**src/rtl/oled_spi_receiver_if.sv**
```systemverilog
// Pin bundle of the OLED PMOD link: the interface master drives it, the SSD1331-side receiver samples it.
interface oled_spi_receiver_if;
  logic CS;
  logic MOSI;
  logic SCK;
  logic DC;
  logic RES;

  modport master (output CS, MOSI, SCK, DC, RES);
  modport slave  (input  CS, MOSI, SCK, DC, RES);
endinterface

```
**src/rtl/oled_spi_receiver.sv**
```systemverilog
// SSD1331-side receiver for the OLED PMOD link: pin sync, byte assembly, command decode, pixel addressing.
// Define OLED_RX_FRAME_CHECK_EN to flag CS deassertion with a partial byte on o_FRAME_ERR.
module oled_spi_receiver #(
  parameter int NUM_COL      = 96,
  parameter int NUM_ROW      = 64,
  parameter int N_COLOR_BITS = 8,
  parameter int SYNC_STAGES  = 2,
  localparam int CW = $clog2(NUM_COL),
  localparam int RW = $clog2(NUM_ROW)
) (
  input  logic                    i_CLK,
  input  logic                    i_RST,
  oled_spi_receiver_if.slave      i_pins,
  output logic [7:0]              o_BYTE,
  output logic                    o_BYTE_DC,
  output logic                    o_BYTE_VALID,
  output logic [7:0]              o_CMD,
  output logic                    o_CMD_VALID,
  output logic [CW-1:0]           o_PIX_COL,
  output logic [RW-1:0]           o_PIX_ROW,
  output logic [N_COLOR_BITS-1:0] o_PIX_DATA,
  output logic                    o_PIX_VALID,
  output logic                    o_DISPLAY_ON,
  output logic                    o_FRAME_ERR
);

  typedef enum logic [1:0] {S_IDLE, S_ARGS, S_PIXEL_READY} state_t;

  function automatic logic [3:0] arg_count(input logic [7:0] op);
    case (op)
      8'h15, 8'h75: arg_count = 4'd2;
      8'h21:        arg_count = 4'd7;
      8'h22:        arg_count = 4'd10;
      8'h25:        arg_count = 4'd4;
      8'h26, 8'h81, 8'h82, 8'h83, 8'h87, 8'h8A, 8'h8B, 8'h8C, 8'hA0,
      8'hA1, 8'hA2, 8'hA8, 8'hAD, 8'hB0, 8'hB1, 8'hB3, 8'hBB, 8'hBE:
                    arg_count = 4'd1;
      default:      arg_count = 4'd0;
    endcase
  endfunction

  function automatic logic [CW-1:0] clamp_col(input logic [7:0] a);
    if (int'(a) >= NUM_COL) return CW'(NUM_COL - 1);
    return CW'(a);
  endfunction

  function automatic logic [RW-1:0] clamp_row(input logic [7:0] a);
    if (int'(a) >= NUM_ROW) return RW'(NUM_ROW - 1);
    return RW'(a);
  endfunction

  // Lines packed as {CS, MOSI, SCK, DC, RES}; idle level has CS and RES high.
  logic [4:0] r_sync [SYNC_STAGES];
  logic [4:0] r_line;
  logic       r_sck_d;
  logic       w_cs, w_mosi, w_dc, w_res_n, w_sck_rise;

  always_ff @(posedge i_CLK or posedge i_RST) begin
    if (i_RST) begin
      for (int i = 0; i < SYNC_STAGES; i++) r_sync[i] <= 5'b10001;
      r_line  <= 5'b10001;
      r_sck_d <= 1'b0;
    end else begin
      r_sync[0] <= {i_pins.CS, i_pins.MOSI, i_pins.SCK, i_pins.DC, i_pins.RES};
      for (int i = 1; i < SYNC_STAGES; i++) r_sync[i] <= r_sync[i-1];
      r_line  <= r_sync[SYNC_STAGES-1];
      r_sck_d <= r_line[2];
    end
  end

  assign w_cs       = r_line[4];
  assign w_mosi     = r_line[3];
  assign w_dc       = r_line[1];
  assign w_res_n    = r_line[0];
  assign w_sck_rise = r_line[2] & ~r_sck_d;

  logic [6:0] r_shift;
  logic [2:0] r_bit_cnt;
  logic [7:0] r_byte;
  logic       r_byte_dc, r_byte_valid;

  // CS high takes priority over a coincident SCK rise.
  always_ff @(posedge i_CLK or posedge i_RST) begin
    if (i_RST) begin
      r_shift <= '0; r_bit_cnt <= '0; r_byte <= '0; r_byte_dc <= 1'b0; r_byte_valid <= 1'b0;
    end else if (!w_res_n) begin
      r_shift <= '0; r_bit_cnt <= '0; r_byte <= '0; r_byte_dc <= 1'b0; r_byte_valid <= 1'b0;
    end else begin
      r_byte_valid <= 1'b0;
      if (w_cs) begin
        r_bit_cnt <= '0;
      end else if (w_sck_rise) begin
        r_shift   <= {r_shift[5:0], w_mosi};
        r_bit_cnt <= r_bit_cnt + 3'd1;
        if (r_bit_cnt == 3'd7) begin
          r_byte       <= {r_shift, w_mosi};
          r_byte_dc    <= w_dc;
          r_byte_valid <= 1'b1;
        end
      end
    end
  end

`ifdef OLED_RX_FRAME_CHECK_EN
  logic r_cs_d, r_frame_err;
  always_ff @(posedge i_CLK or posedge i_RST) begin
    if (i_RST) begin
      r_cs_d <= 1'b1; r_frame_err <= 1'b0;
    end else begin
      r_cs_d <= w_cs;
      if (!w_res_n) r_frame_err <= 1'b0;
      else if (w_cs && !r_cs_d && r_bit_cnt != 3'd0) r_frame_err <= 1'b1;
    end
  end
  assign o_FRAME_ERR = r_frame_err;
`else
  assign o_FRAME_ERR = 1'b0;
`endif

  state_t                  r_state;
  logic [7:0]              r_op, r_arg_prev, r_cmd;
  logic [3:0]              r_args_left;
  logic [CW-1:0]           r_col_start, r_col_end, r_col, r_pix_col;
  logic [RW-1:0]           r_row_start, r_row_end, r_row, r_pix_row;
  logic [N_COLOR_BITS-1:0] r_pix_data;
  logic                    r_cmd_valid, r_pix_valid, r_display_on;
  logic [CW-1:0]           w_col_s, w_col_e;
  logic [RW-1:0]           w_row_s, w_row_e;

  // Window candidates from the two address arguments (previous arg = start, current byte = end).
  always_comb begin
    w_col_s = clamp_col(r_arg_prev);
    w_col_e = clamp_col(r_byte);
    w_row_s = clamp_row(r_arg_prev);
    w_row_e = clamp_row(r_byte);
    if (w_col_e < w_col_s) w_col_e = w_col_s;
    if (w_row_e < w_row_s) w_row_e = w_row_s;
  end

  always_ff @(posedge i_CLK or posedge i_RST) begin
    if (i_RST) begin
      r_state <= S_IDLE; r_op <= '0; r_arg_prev <= '0; r_args_left <= '0;
      r_col_start <= '0; r_col_end <= CW'(NUM_COL - 1); r_col <= '0;
      r_row_start <= '0; r_row_end <= RW'(NUM_ROW - 1); r_row <= '0;
      r_cmd <= '0; r_cmd_valid <= 1'b0; r_display_on <= 1'b0;
      r_pix_col <= '0; r_pix_row <= '0; r_pix_data <= '0; r_pix_valid <= 1'b0;
    end else if (!w_res_n) begin
      r_state <= S_IDLE; r_op <= '0; r_arg_prev <= '0; r_args_left <= '0;
      r_col_start <= '0; r_col_end <= CW'(NUM_COL - 1); r_col <= '0;
      r_row_start <= '0; r_row_end <= RW'(NUM_ROW - 1); r_row <= '0;
      r_cmd <= '0; r_cmd_valid <= 1'b0; r_display_on <= 1'b0;
      r_pix_col <= '0; r_pix_row <= '0; r_pix_data <= '0; r_pix_valid <= 1'b0;
    end else begin
      r_cmd_valid <= 1'b0;
      r_pix_valid <= 1'b0;
      if (r_byte_valid && r_byte_dc) begin
        r_pix_valid <= 1'b1;
        r_pix_col   <= r_col;
        r_pix_row   <= r_row;
        r_pix_data  <= N_COLOR_BITS'(r_byte);
        r_state     <= S_PIXEL_READY;
        if (r_col != r_col_end) begin
          r_col <= r_col + 1'b1;
        end else begin
          r_col <= r_col_start;
          r_row <= (r_row == r_row_end) ? r_row_start : r_row + 1'b1;
        end
      end else if (r_byte_valid && r_state == S_ARGS) begin
        r_arg_prev <= r_byte;
        if (r_args_left == 4'd1) begin
          r_cmd       <= r_op;
          r_cmd_valid <= 1'b1;
          r_state     <= S_IDLE;
          if (r_op == 8'h15) begin
            r_col_start <= w_col_s; r_col_end <= w_col_e; r_col <= w_col_s; r_row <= r_row_start;
          end else if (r_op == 8'h75) begin
            r_row_start <= w_row_s; r_row_end <= w_row_e; r_row <= w_row_s; r_col <= r_col_start;
          end
        end else begin
          r_args_left <= r_args_left - 4'd1;
        end
      end else if (r_byte_valid) begin
        r_op <= r_byte;
        if (arg_count(r_byte) == 4'd0) begin
          r_cmd       <= r_byte;
          r_cmd_valid <= 1'b1;
          r_state     <= S_IDLE;
          if (r_byte == 8'hAF) r_display_on <= 1'b1;
          if (r_byte == 8'hAE) r_display_on <= 1'b0;
        end else begin
          r_args_left <= arg_count(r_byte);
          r_state     <= S_ARGS;
        end
      end
    end
  end

  assign o_BYTE       = r_byte;
  assign o_BYTE_DC    = r_byte_dc;
  assign o_BYTE_VALID = r_byte_valid;
  assign o_CMD        = r_cmd;
  assign o_CMD_VALID  = r_cmd_valid;
  assign o_PIX_COL    = r_pix_col;
  assign o_PIX_ROW    = r_pix_row;
  assign o_PIX_DATA   = r_pix_data;
  assign o_PIX_VALID  = r_pix_valid;
  assign o_DISPLAY_ON = r_display_on;

endmodule

```
**src/flat_wrapper.sv**
```systemverilog
// flat-port wrapper written by rule: the top's interface ports become plain ports
module oled_spi_receiver_flat 
#(
  parameter int NUM_COL      = 96,
  parameter int NUM_ROW      = 64,
  parameter int N_COLOR_BITS = 8,
  parameter int SYNC_STAGES  = 2,
  localparam int CW = $clog2(NUM_COL),
  localparam int RW = $clog2(NUM_ROW)
)
  (i_CLK, i_RST, o_BYTE, o_BYTE_DC, o_BYTE_VALID, o_CMD, o_CMD_VALID, o_PIX_COL, o_PIX_ROW, o_PIX_DATA, o_PIX_VALID, o_DISPLAY_ON, o_FRAME_ERR, i_pins_CS, i_pins_MOSI, i_pins_SCK, i_pins_DC, i_pins_RES);
  oled_spi_receiver_if i_pins_i ();
  input  logic i_CLK;
  input  logic i_RST;
  output logic [7:0] o_BYTE;
  output logic o_BYTE_DC;
  output logic o_BYTE_VALID;
  output logic [7:0] o_CMD;
  output logic o_CMD_VALID;
  output logic [CW-1:0] o_PIX_COL;
  output logic [RW-1:0] o_PIX_ROW;
  output logic [N_COLOR_BITS-1:0] o_PIX_DATA;
  output logic o_PIX_VALID;
  output logic o_DISPLAY_ON;
  output logic o_FRAME_ERR;
  input wire logic [$bits(i_pins_i.CS)-1:0] i_pins_CS;
  input wire logic [$bits(i_pins_i.MOSI)-1:0] i_pins_MOSI;
  input wire logic [$bits(i_pins_i.SCK)-1:0] i_pins_SCK;
  input wire logic [$bits(i_pins_i.DC)-1:0] i_pins_DC;
  input wire logic [$bits(i_pins_i.RES)-1:0] i_pins_RES;
  assign i_pins_i.CS = i_pins_CS;
  assign i_pins_i.MOSI = i_pins_MOSI;
  assign i_pins_i.SCK = i_pins_SCK;
  assign i_pins_i.DC = i_pins_DC;
  assign i_pins_i.RES = i_pins_RES;
  oled_spi_receiver #(.NUM_COL(NUM_COL), .NUM_ROW(NUM_ROW), .N_COLOR_BITS(N_COLOR_BITS), .SYNC_STAGES(SYNC_STAGES)) u_core (.i_CLK(i_CLK), .i_RST(i_RST), .i_pins(i_pins_i), .o_BYTE(o_BYTE), .o_BYTE_DC(o_BYTE_DC), .o_BYTE_VALID(o_BYTE_VALID), .o_CMD(o_CMD), .o_CMD_VALID(o_CMD_VALID), .o_PIX_COL(o_PIX_COL), .o_PIX_ROW(o_PIX_ROW), .o_PIX_DATA(o_PIX_DATA), .o_PIX_VALID(o_PIX_VALID), .o_DISPLAY_ON(o_DISPLAY_ON), .o_FRAME_ERR(o_FRAME_ERR));
endmodule
```
**config.mk**
```make
export PLATFORM = sky130hd
export DESIGN_NAME = oled_spi_receiver_flat
export DESIGN_NICKNAME = d
export VERILOG_FILES = /design/src/rtl/oled_spi_receiver_if.sv /design/src/rtl/oled_spi_receiver.sv /design/src/flat_wrapper.sv
export SDC_FILE = /design/constraint.sdc
export NUM_CORES = 1
export LEC_CHECK = 0
export CORE_MARGIN = 1
export CORE_UTILIZATION = 55
export DETAILED_ROUTE_END_ITERATION = 8
export PLACE_DENSITY_LB_ADDON = 0.08
export SLEW_MARGIN = 5
export SYNTH_ARGS = -nofsm -noshare
export SYNTH_HDL_FRONTEND = slang
export SYNTH_SLANG_ARGS = --single-unit
export TNS_END_PERCENT = 10
```
**constraint.sdc**
```tcl
create_clock -name i_CLK -period 4.8 [get_ports i_CLK]
set_clock_uncertainty 0.2 [all_clocks]
set_input_delay 0.72 -clock i_CLK [delete_from_list [all_inputs] [get_ports i_CLK]]
set_output_delay 0.72 -clock i_CLK [all_outputs]
set_load 0.005 [all_outputs]
```
# After elaboration in Yosys (flattened, before gate mapping)
# Cells that the tools add are included.
# totals
rom_bits,0
mem_bits_rw,0
latch_bits,0
regBits,129
wordCells,232
memories,0
output_inout_bits,43
# classes
div,0
n_lt_le_gt_ge,6
n_shift,0
multipliers,0
n_reduce_logical,17
n_eq_ne,58
bitwise_logic,2
mux,119
n_addsub,4
# op_table
op,count
2-to-1 mux 7 bit,27
2-to-1 mux 6 bit,26
equality test 8 bit (second input constant),19
2-to-1 mux 8 bit,19
2-to-1 mux 4 bit,10
equality test 8 x 6 -> 1 bit (second input constant),4
>= comparator 8 x 7 -> 1 bit (second input constant),4
2-to-1 mux 1 bit,28
!= test 3 bit (second input constant),9
!= test 2 bit (second input constant),13
case mux 4 bit (5 select lines),1
OR reduction 18 bit,1
equality test 8 x 5 -> 1 bit (second input constant),2
equality test 8 x 7 -> 1 bit (second input constant),2
AND reduction 4 bit,4
!= test 4 bit (second input constant),3
2-to-1 mux 2 bit,5
AND reduction 5 bit,2
2-to-1 mux 3 bit,3
AND reduction 3 bit,3
adder 7 x 1 -> 7 bit (second input constant),1
< comparator 7 bit,1
!= test 7 bit,1
adder 6 x 1 -> 6 bit (second input constant),1
other kinds (14),17

# Depth between registers and ports, before layout
# Gate-level depths: netlist (run 1).
# depth
word_depth,13
ltp_mapped,12

# Least setup slack after synthesis (run 1)
# Ideal clock, no wire load.
# synth_timing
path_type,reg2reg
start,"reg u_core.r_byte[6], in the netlist u_core.o_BYTE[6]"
end,reg u_core.r_row_end[4]
synth_period_minus_slack_ns,2.648
n_path_buf,2
stages_incl_launch_ff,12
path_slack_ns,2.152
t_arrival_ns,2.348
required_time_ns,4.500
cell_sequence,dfrtp_1 buf_2 buf_2 nor2_1 nand2_1 ha_1 a21o_1 a211oi_1 a21oi_1 nor2_4 mux2i_1 o211ai_1
# synth_via
elab_chain_cells,11
# synth_lines
item,line,source
from (decl),oled_spi_receiver.sv:79,logic [7:0] r_byte;
from (signal assigned),oled_spi_receiver.sv:96,"r_byte <= {r_shift, w_mosi};"
>= comparator 8 x 7 -> 1 bit *,oled_spi_receiver.sv:48,if (int'(a) >= NUM_ROW) return RW'(NUM_ROW - 1);
2-to-1 mux 1 bit *,oled_spi_receiver.sv:48,
2-to-1 mux 6 bit *,oled_spi_receiver.sv:49,return RW'(a);
< comparator 6 bit,oled_spi_receiver.sv:137,if (w_row_e < w_row_s) w_row_e = w_row_s;
2-to-1 mux 6 bit *,oled_spi_receiver.sv:137,
2-to-1 mux 6 bit *,oled_spi_receiver.sv:176,end else if (r_op == 8'h75) begin
2-to-1 mux 6 bit *,oled_spi_receiver.sv:174,if (r_op == 8'h15) begin
2-to-1 mux 6 bit *,oled_spi_receiver.sv:170,if (r_args_left == 4'd1) begin
2-to-1 mux 6 bit *,oled_spi_receiver.sv:168,end else if (r_byte_valid && r_state == S_ARGS) begin
2-to-1 mux 6 bit *,oled_spi_receiver.sv:156,if (r_byte_valid && r_byte_dc) begin
2-to-1 mux 6 bit *,oled_spi_receiver.sv:147,end else if (!w_res_n) begin
to (signal assigned),oled_spi_receiver.sv:177,r_row_start <= w_row_s; r_row_end <= w_row_e; r_row <= w_row_s; r_col <= r_col_start;
to (decl),oled_spi_receiver.sv:124,"logic [RW-1:0] r_row_start, r_row_end, r_row, r_pix_row;"
# Mark *: on every way between the ends. The rest lies on a longest branch, timed or not. The select of a mux whose other input is x is not followed.
# A chain may end at the register's enable or synchronous reset.

# Final worst setup path (run 1)
# layout_timing
start,"reg u_core.r_byte[7], in the netlist u_core.o_BYTE[7]"
end,reg u_core.r_row_end[3]
# The elaborated chain is that of the path after synthesis.

==> results of run 1 <==
-- sequential cells by signal, summed over array words and instances (netlist names), 6 cells and up --
register and flops:
u_core.o_PIX_DATA 8, u_core.o_BYTE 8, u_core.r_col_end 7, u_core.o_PIX_COL 7, u_core.r_col 7, u_core.r_col_start 7
u_core.r_op 8, u_core.o_PIX_ROW 6, u_core.r_arg_prev 8, u_core.r_row_end 6, u_core.o_CMD 8, u_core.r_row_start 6
u_core.r_sync 10, u_core.r_row 6, u_core.r_shift 7
-- area by class of cell --
| cell class | count | area [µm²] |
|---|---|---|
| sequential | 129 | 3250 |
| tap | 147 | 184 |
| fill | 972 | 4010 |
| clock inverter | 8 | 196 |
| multi-input combinational | 519 | 3200 |
| timing repair buffer | 56 | 541 |
| inverter | 19 | 73.8 |
| clock buffer | 24 | 502 |
-- worst max path at each step --
stage	from	to	slack (ns)
after global routing	u_core.o_BYTE[7]$_DFFE_PP0P_	u_core.r_row_end[1]$_DFFE_PP1P_	1.49
after CTS	u_core.o_BYTE[7]$_DFFE_PP0P_	u_core.r_row_end[3]$_DFFE_PP1P_	1.72
after detailed placement	u_core.o_BYTE[7]$_DFFE_PP0P_	u_core.r_row_end[3]$_DFFE_PP1P_	1.76
final	u_core.o_BYTE[7]$_DFFE_PP0P_	u_core.r_row_end[3]$_DFFE_PP1P_	1.65
after floorplan	i_RST	u_core.o_BYTE[0]$_DFFE_PP0P_	0.47
after global placement	u_core.o_BYTE[3]$_DFFE_PP0P_	u_core.o_CMD[3]$_DFFE_PP0P_	1.95
-- cells in the final DEF (no fill, tap or decap), drive strengths merged, types with 3 or more instances in the layout --
master and instances:
nand2 154, dfrtp 111, a21oi 59, nor2 53, clkdlybuf4s50 48, clkbuf 24
o21ai 23, inv 19, dfstp 18, ha 17, mux2i 16, o31ai 15
xnor2 13, nand3 13, xor2 12, nor4 11, a211oi 9, o211ai 8
mux2 8, buf 8, nand2b 7, bufinv 6, nor2b 6, nand4 6
o311ai 5, a221oi 5, or3 4, a21o 4, a22oi 4, nor3b 4
nor3 3, o22ai 3, a32oi 3, a22o 3, and3 3, a31o 3
-- worst reg2reg max path: stages, from the launching register on --
cell,delay [ns]
dfrtp_1,0.61
nor2_1,0.49
nand2_1,0.20
ha_1,0.33
a21o_1,0.19
a211oi_1,0.25
a21oi_1,0.22
nor2_4,0.20
nor2_1,0.08
o311ai_1,0.27
-- report_power, final --
group / switching, mW / leakage, nW / internal (mW) / total, mW
Clock: 0.466 / 0.337 / 1.04 / 1.51
Sequential: 0.00275 / 1.72 / 1.10 / 1.10
Combinational: 0.0512 / 1.32 / 0.0141 / 0.0653
-- kinds of logic after synthesis --
group | Yosys count | share of synthesized area [%]
compound gates | 168 | 16.8
other cells | 1 | 0.0556
buf+inv | 66 | 4.27
fa+ha+maj | 18 | 3.30
xor+xnor | 25 | 3.25
simple gates | 283 | 19.9
mux | 24 | 4.16
flops | 129 | 48.2
-- metal layers --
| metal | global-route usage [%] | routed length [µm] |
|---|---|---|
| met5 | 0 | 0 |
| met2 | 42.1 | 7360 |
| met3 | 4.50 | 846 |
| met4 | 13.0 | 476 |
| met1 | 39.2 | 7520 |
-- through the flow --
| stage | hold WS [ns] | instances | total power [mW] | utilization, % |
|---|---|---|---|---|
| finish | 0.149 | 902 | 2.68 | 66.4 |
| detailed placement | 0.137 | 870 | 1.19 | 60.6 |
| floorplan | 0.131 | 714 | 1.17 | - |
| global route | 0.157 | 902 | 2.75 | 66.4 |
| CTS | 0.152 | 902 | 2.70 | 66.4 |
| global placement | 0.132 | 870 | 1.18 | 60.6 |
==> flow_summary.json, run 1 <==
{
  "io_buffer_count": 48,
  "synth-async-reset-ratio_pct": 100,
  "worstPathArrival_ns": 3.26,
  "yosysTopAreaCellShare_pct": 41.2,
  "cts_tree": "yes",
  "grt.total_usage_pct": 27.7,
  "setup_violations": 0,
  "synth-seq-area-share_pct": 48.2,
  "drcViolationCount": 0,
  "grt_overflow": 0,
  "yosys-top-cells-area": "dfrtp_1, nand2_1, dfstp_2",
  "ys_top_cells_by_count": "nand2_1, dfrtp_1, a21oi_1",
  "yosysMostFrequentCell": "nand2_1",
  "synth_cell_types": 87,
  "whs_path_depth": 0,
  "r2r_start": "u_core.o_BYTE[7]$_DFFE_PP0P_",
  "cts_buffer_depth": 2,
  "drtIter0Drc": 490,
  "final_antenna_net_count": 0,
  "worst-r2r-cell-count": 9,
  "synth_area_um2": 6740,
  "post_cts_buffers": 0,
  "grt_max_degree": 79,
  "yosysWarnings": 0,
  "gp_congestion": 0.960,
  "die_area_um2": 12700,
  "max_slew_margin_pct": 43.2,
  "cpMostUsedCell": "nor2_1",
  "syn-num-nets": 738,
  "r2r_end": "u_core.r_row_end[3]$_DFFE_PP1P_",
  "wl_per_cell_um": 18.0,
  "hp-start": "u_core.r_sync[8]$_DFF_PP0_",
  "start_util_pct": 56.3,
  "crit_fanout": 18,
  "worst-r2r-setup-slack_ns": 1.65,
  "crit_family": "simple AND/OR/NAND/NOR gates",
  "dpl.hpwl_um": 10700,
  "hold_violations": 0,
  "critPathRequiredTime_ns": 4.91,
  "htreeDepth": 4,
  "die_y_um": 113,
  "ir_drop_mv": 0.277,
  "grt_setup_unrepaired": "false",
  "nets": 766,
  "cp-start-kind": "flop",
  "clock_latency_ns": 0.42,
  "first_pass_iters": 5,
  "rows": 40,
  "vias": 5482,
  "grt_antenna_before_repair": 0,
  "yosysTopAreaCell": "dfrtp_1",
  "place_area_um2": 7250,
  "synth_seq_cells": 129,
  "worstSetupPathDepth": 9,
  "wirelength_um": 16200,
  "powerDensity_nw_per_um2": 337,
  "min_period_over_period_pct": 65.6,
  "max_freq_ghz": 0.318,
  "io_pins": 50,
  "tns_ns": 0,
  "maxCapViolations": 0,
  "grt_pass1_wl_um": 27500,
  "critPathMaxStageDelay_ns": 0.61,
  "period_minus_slack_ns": 3.15,
  "maxSlewViolCount": 0,
  "synthCells": 714,
  "ctsHoldBuffers": 0,
  "crit_type": "flop to flop",
  "core_area_um2": 12000,
  "die_w_um": 113,
  "critical_path_buf_inv_count": 0,
  "end_kind": "flop",
  "drive_above_1_share_pct": 11.3,
  "antenna_cells": 0,
  "worst_slack_ns": 1.65,
  "root_buffer": "clkbuf_16",
  "place_ws_ns": 1.76,
  "leakage_nw": 3.37,
  "final_area_um2": 7950,
  "worst_slew_pin_slew_ns": 0.853,
  "crit_chain": "nor2_1 > nand2_1 > ha_1 > a21o_1 > a211oi_1 > a21oi_1 > nor2_4 > nor2_1 > o311ai_1",
  "whs_endpoint": "u_core.r_sync[3]$_DFF_PP0_",
  "syn_area_per_cell_um2": 9.44,
  "yosys_most_used_dff": "dfrtp_1",
  "hold_path_class": "flop to flop",
  "cts_resized": 0,
  "status": "finished clean",
  "synthToLayoutAreaGrowth_pct": 17.9,
  "synth_edf_count": 0,
  "clkSlewWorstSetupHoldPaths_ns": 0.06,
  "clkSinkCount": 129,
  "numCtsBuffers": 17,
  "grt_pass1_vias": 5333,
  "via_per_inst": 6.08,
  "cpMaxStageDelayCell": "dfrtp_1"
}
(Power assumes the default switching activity.)
==> run 2: changes to the inputs <==
--- a/config.mk
+++ b/config.mk
@@ -6,7 +6,7 @@
 export NUM_CORES = 1
 export LEC_CHECK = 0
 export CORE_MARGIN = 1
-export CORE_UTILIZATION = 55
+export CORE_UTILIZATION = 53
 export DETAILED_ROUTE_END_ITERATION = 8
 export PLACE_DENSITY_LB_ADDON = 0.08
 export SLEW_MARGIN = 5
==> constraint.sdc (replaced) <==
create_clock -name i_CLK -period 2.8 [get_ports i_CLK]
set_clock_uncertainty 0.2 [all_clocks]
set_input_delay 0.42 -clock i_CLK [delete_from_list [all_inputs] [get_ports i_CLK]]
set_output_delay 0.42 -clock i_CLK [all_outputs]
set_load 0.005 [all_outputs]
==> run 2 against run 1 <==
Effect of this change: sequential cell count is the same; fmax increased by 19%; final cell count up 5.4%; sequential power up 72%; global-route usage shrank 0.55 points; sequential share of layout area shrank 0.96 points; utilization is 0.20 points higher; power rose by 59%; non-clock buffer count increased by 28; final area grew 2.4%.
==> flow_summary.json, run 2 (synthesized netlist as in run 1, its figures left out) <==
{
  "io_pins": 50,
  "dpl.hpwl_um": 11200,
  "die_y_um": 115,
  "maxCapViolations": 0,
  "clock_latency_ns": 0.42,
  "ir_drop_mv": 0.511,
  "grt_antenna_before_repair": 0,
  "powerDensity_nw_per_um2": 522,
  "grt_pass1_vias": 5353,
  "utilization_pct": 66.6,
  "final_area_um2": 8140,
  "grt.total_usage_pct": 27.2,
  "drtIter0Drc": 365,
  "clkSlewWorstSetupHoldPaths_ns": 0.06,
  "crit_type": "flop to flop",
  "nets": 794,
  "synthToLayoutAreaGrowth_pct": 20.8,
  "worstPathArrival_ns": 2.78,
  "total_power_mw": 4.25,
  "wirelength_um": 16400,
  "dp.cells": 919,
  "htreeDepth": 4,
  "io_buffer_count": 48,
  "setup_violations": 0,
  "first_pass_iters": 6,
  "die_area_um2": 13200,
  "root_buffer": "clkbuf_16",
  "hold_path_class": "flop to flop",
  "final_cell_mix": "nand2_1, dfrtp_1, a21oi_1, nor2_1, clkdlybuf4s50_1",
  "core_area_um2": 12200,
  "drive_above_1_share_pct": 15.3,
  "top_register": "u_core.r_sync",
  "rows": 40,
  "status": "finished clean",
  "wl_per_cell_um": 17.3,
  "final_antenna_net_count": 0,
  "crit_fanout": 14,
  "drcViolationCount": 0,
  "numCtsBuffers": 17,
  "max_slew_margin_pct": 54.3,
  "grt_max_degree": 130,
  "cts_tree": "yes",
  "min_period_over_period_pct": 94.9,
  "max_freq_ghz": 0.377,
  "cts_buffer_depth": 2,
  "grt_setup_unrepaired": "true",
  "place_ws_ns": 0.0253,
  "post_cts_buffers": 0,
  "layout.cells.non_filler": 951,
  "end_kind": "flop",
  "period_minus_slack_ns": 2.66,
  "crit_chain": "a21oi_2 > nand2_1 > ha_1 > o211a_1 > o21ai_1 > a21o_1 > and2b_1 > a221oi_1",
  "critPathMaxStageDelay_ns": 0.56,
  "die_w_um": 115,
  "ctsHoldBuffers": 0,
  "maxSlewViolCount": 0,
  "final_common_cell": "nand2_1",
  "clkSinkCount": 129,
  "place_area_um2": 7510,
  "cts_resized": 1,
  "worst_slew_pin_slew_ns": 0.686,
  "start_util_pct": 55.2,
  "crit_family": "compound AO/OA/AOI/OAI gates",
  "critical_path_buf_inv_count": 0,
  "cp-start-kind": "flop",
  "antenna_cells": 0,
  "vias": 5507,
  "worst_slack_ns": 0.144,
  "grt_overflow": 0,
  "leakage_nw": 3.46,
  "cpMaxStageDelayCell": "dfrtp_1",
  "hold_violations": 0,
  "gp_congestion": 0.923,
  "largest_reg_flops": 10,
  "grt_pass1_wl_um": 27300,
  "critPathRequiredTime_ns": 2.92,
  "via_per_inst": 5.79
}
## run 2: cell types whose count changed in the layout (fill, tap and decap cells not counted), moves of 3 or more
cell / before / now
clkinv_4: 1 / 4
clkinvlp_4: 1 / 5
bufinv_16: 6 / 2
buf_4: 8 / 34
## run 2: power by group
group          switching (mW)  total (mW)  internal [mW]
logic                  0.0862       0.120         0.0338
clock network           0.831        2.24           1.41
registers             0.00870        1.89           1.88
total                   0.925        4.25           3.32
## run 2: worst paths after layout
check                                                   from                               to  slack [ns]  cells after the start
worst max-delay path            u_core.o_BYTE[5]$_DFFE_PP0P_  u_core.r_col_end[3]$_DFFE_PP1P_        0.14                      8
worst min-delay path              u_core.r_sync[1]$_DFF_PP0_       u_core.r_line[1]$_DFF_PP0_        0.15                      0
worst max register to register  u_core.o_BYTE[5]$_DFFE_PP0P_  u_core.r_col_end[3]$_DFFE_PP1P_        0.14                      8
worst min register to register    u_core.r_sync[1]$_DFF_PP0_       u_core.r_line[1]$_DFF_PP0_        0.15                      0
max in group asynchronous                              i_RST  u_core.o_PIX_ROW[0]$_DFFE_PP0N_        1.55                      3
min in group asynchronous                              i_RST      u_core.r_col[1]$_DFFE_PP0P_        0.32                      3
## run 2: worst register-to-register path, delay by kind of cell, from the launching register on
kind                       cells  cell delay [ns]
and+or+nand+nor                2             0.35
DFF                            1             0.56
AOI/OAI and AO/OA              5             1.15
adders and majority gates      1             0.30
## run 2: per-layer routing
metal / vias up / share of wire (%) / GRT usage [%]
met5: - / 0 / 0
met4: 0 / 2.4 / 11.6
met3: 33 / 6.7 / 5.38
met2: 188 / 46 / 42.3
met1: 2663 / 45 / 37.2
li1: 2623 / - / -
## run 2: stage by stage
stage               setup TNS, ns  hold WS [ns]
global route              -0.0103         0.151
floorplan                       0         0.131
global placement                0         0.136
CTS                             0         0.148
finish                          0         0.146
detailed placement              0         0.135
## run 2: final cells by class
cell class	count	area, µm²
Fill cell	1028	4070
Sequential cell	129	3250
Multi-Input combinational cell	519	3220
Timing Repair Buffer	84	776
Clock buffer	21	480
Tap cell	168	210
Clock inverter	11	130
Inverter	19	75.1
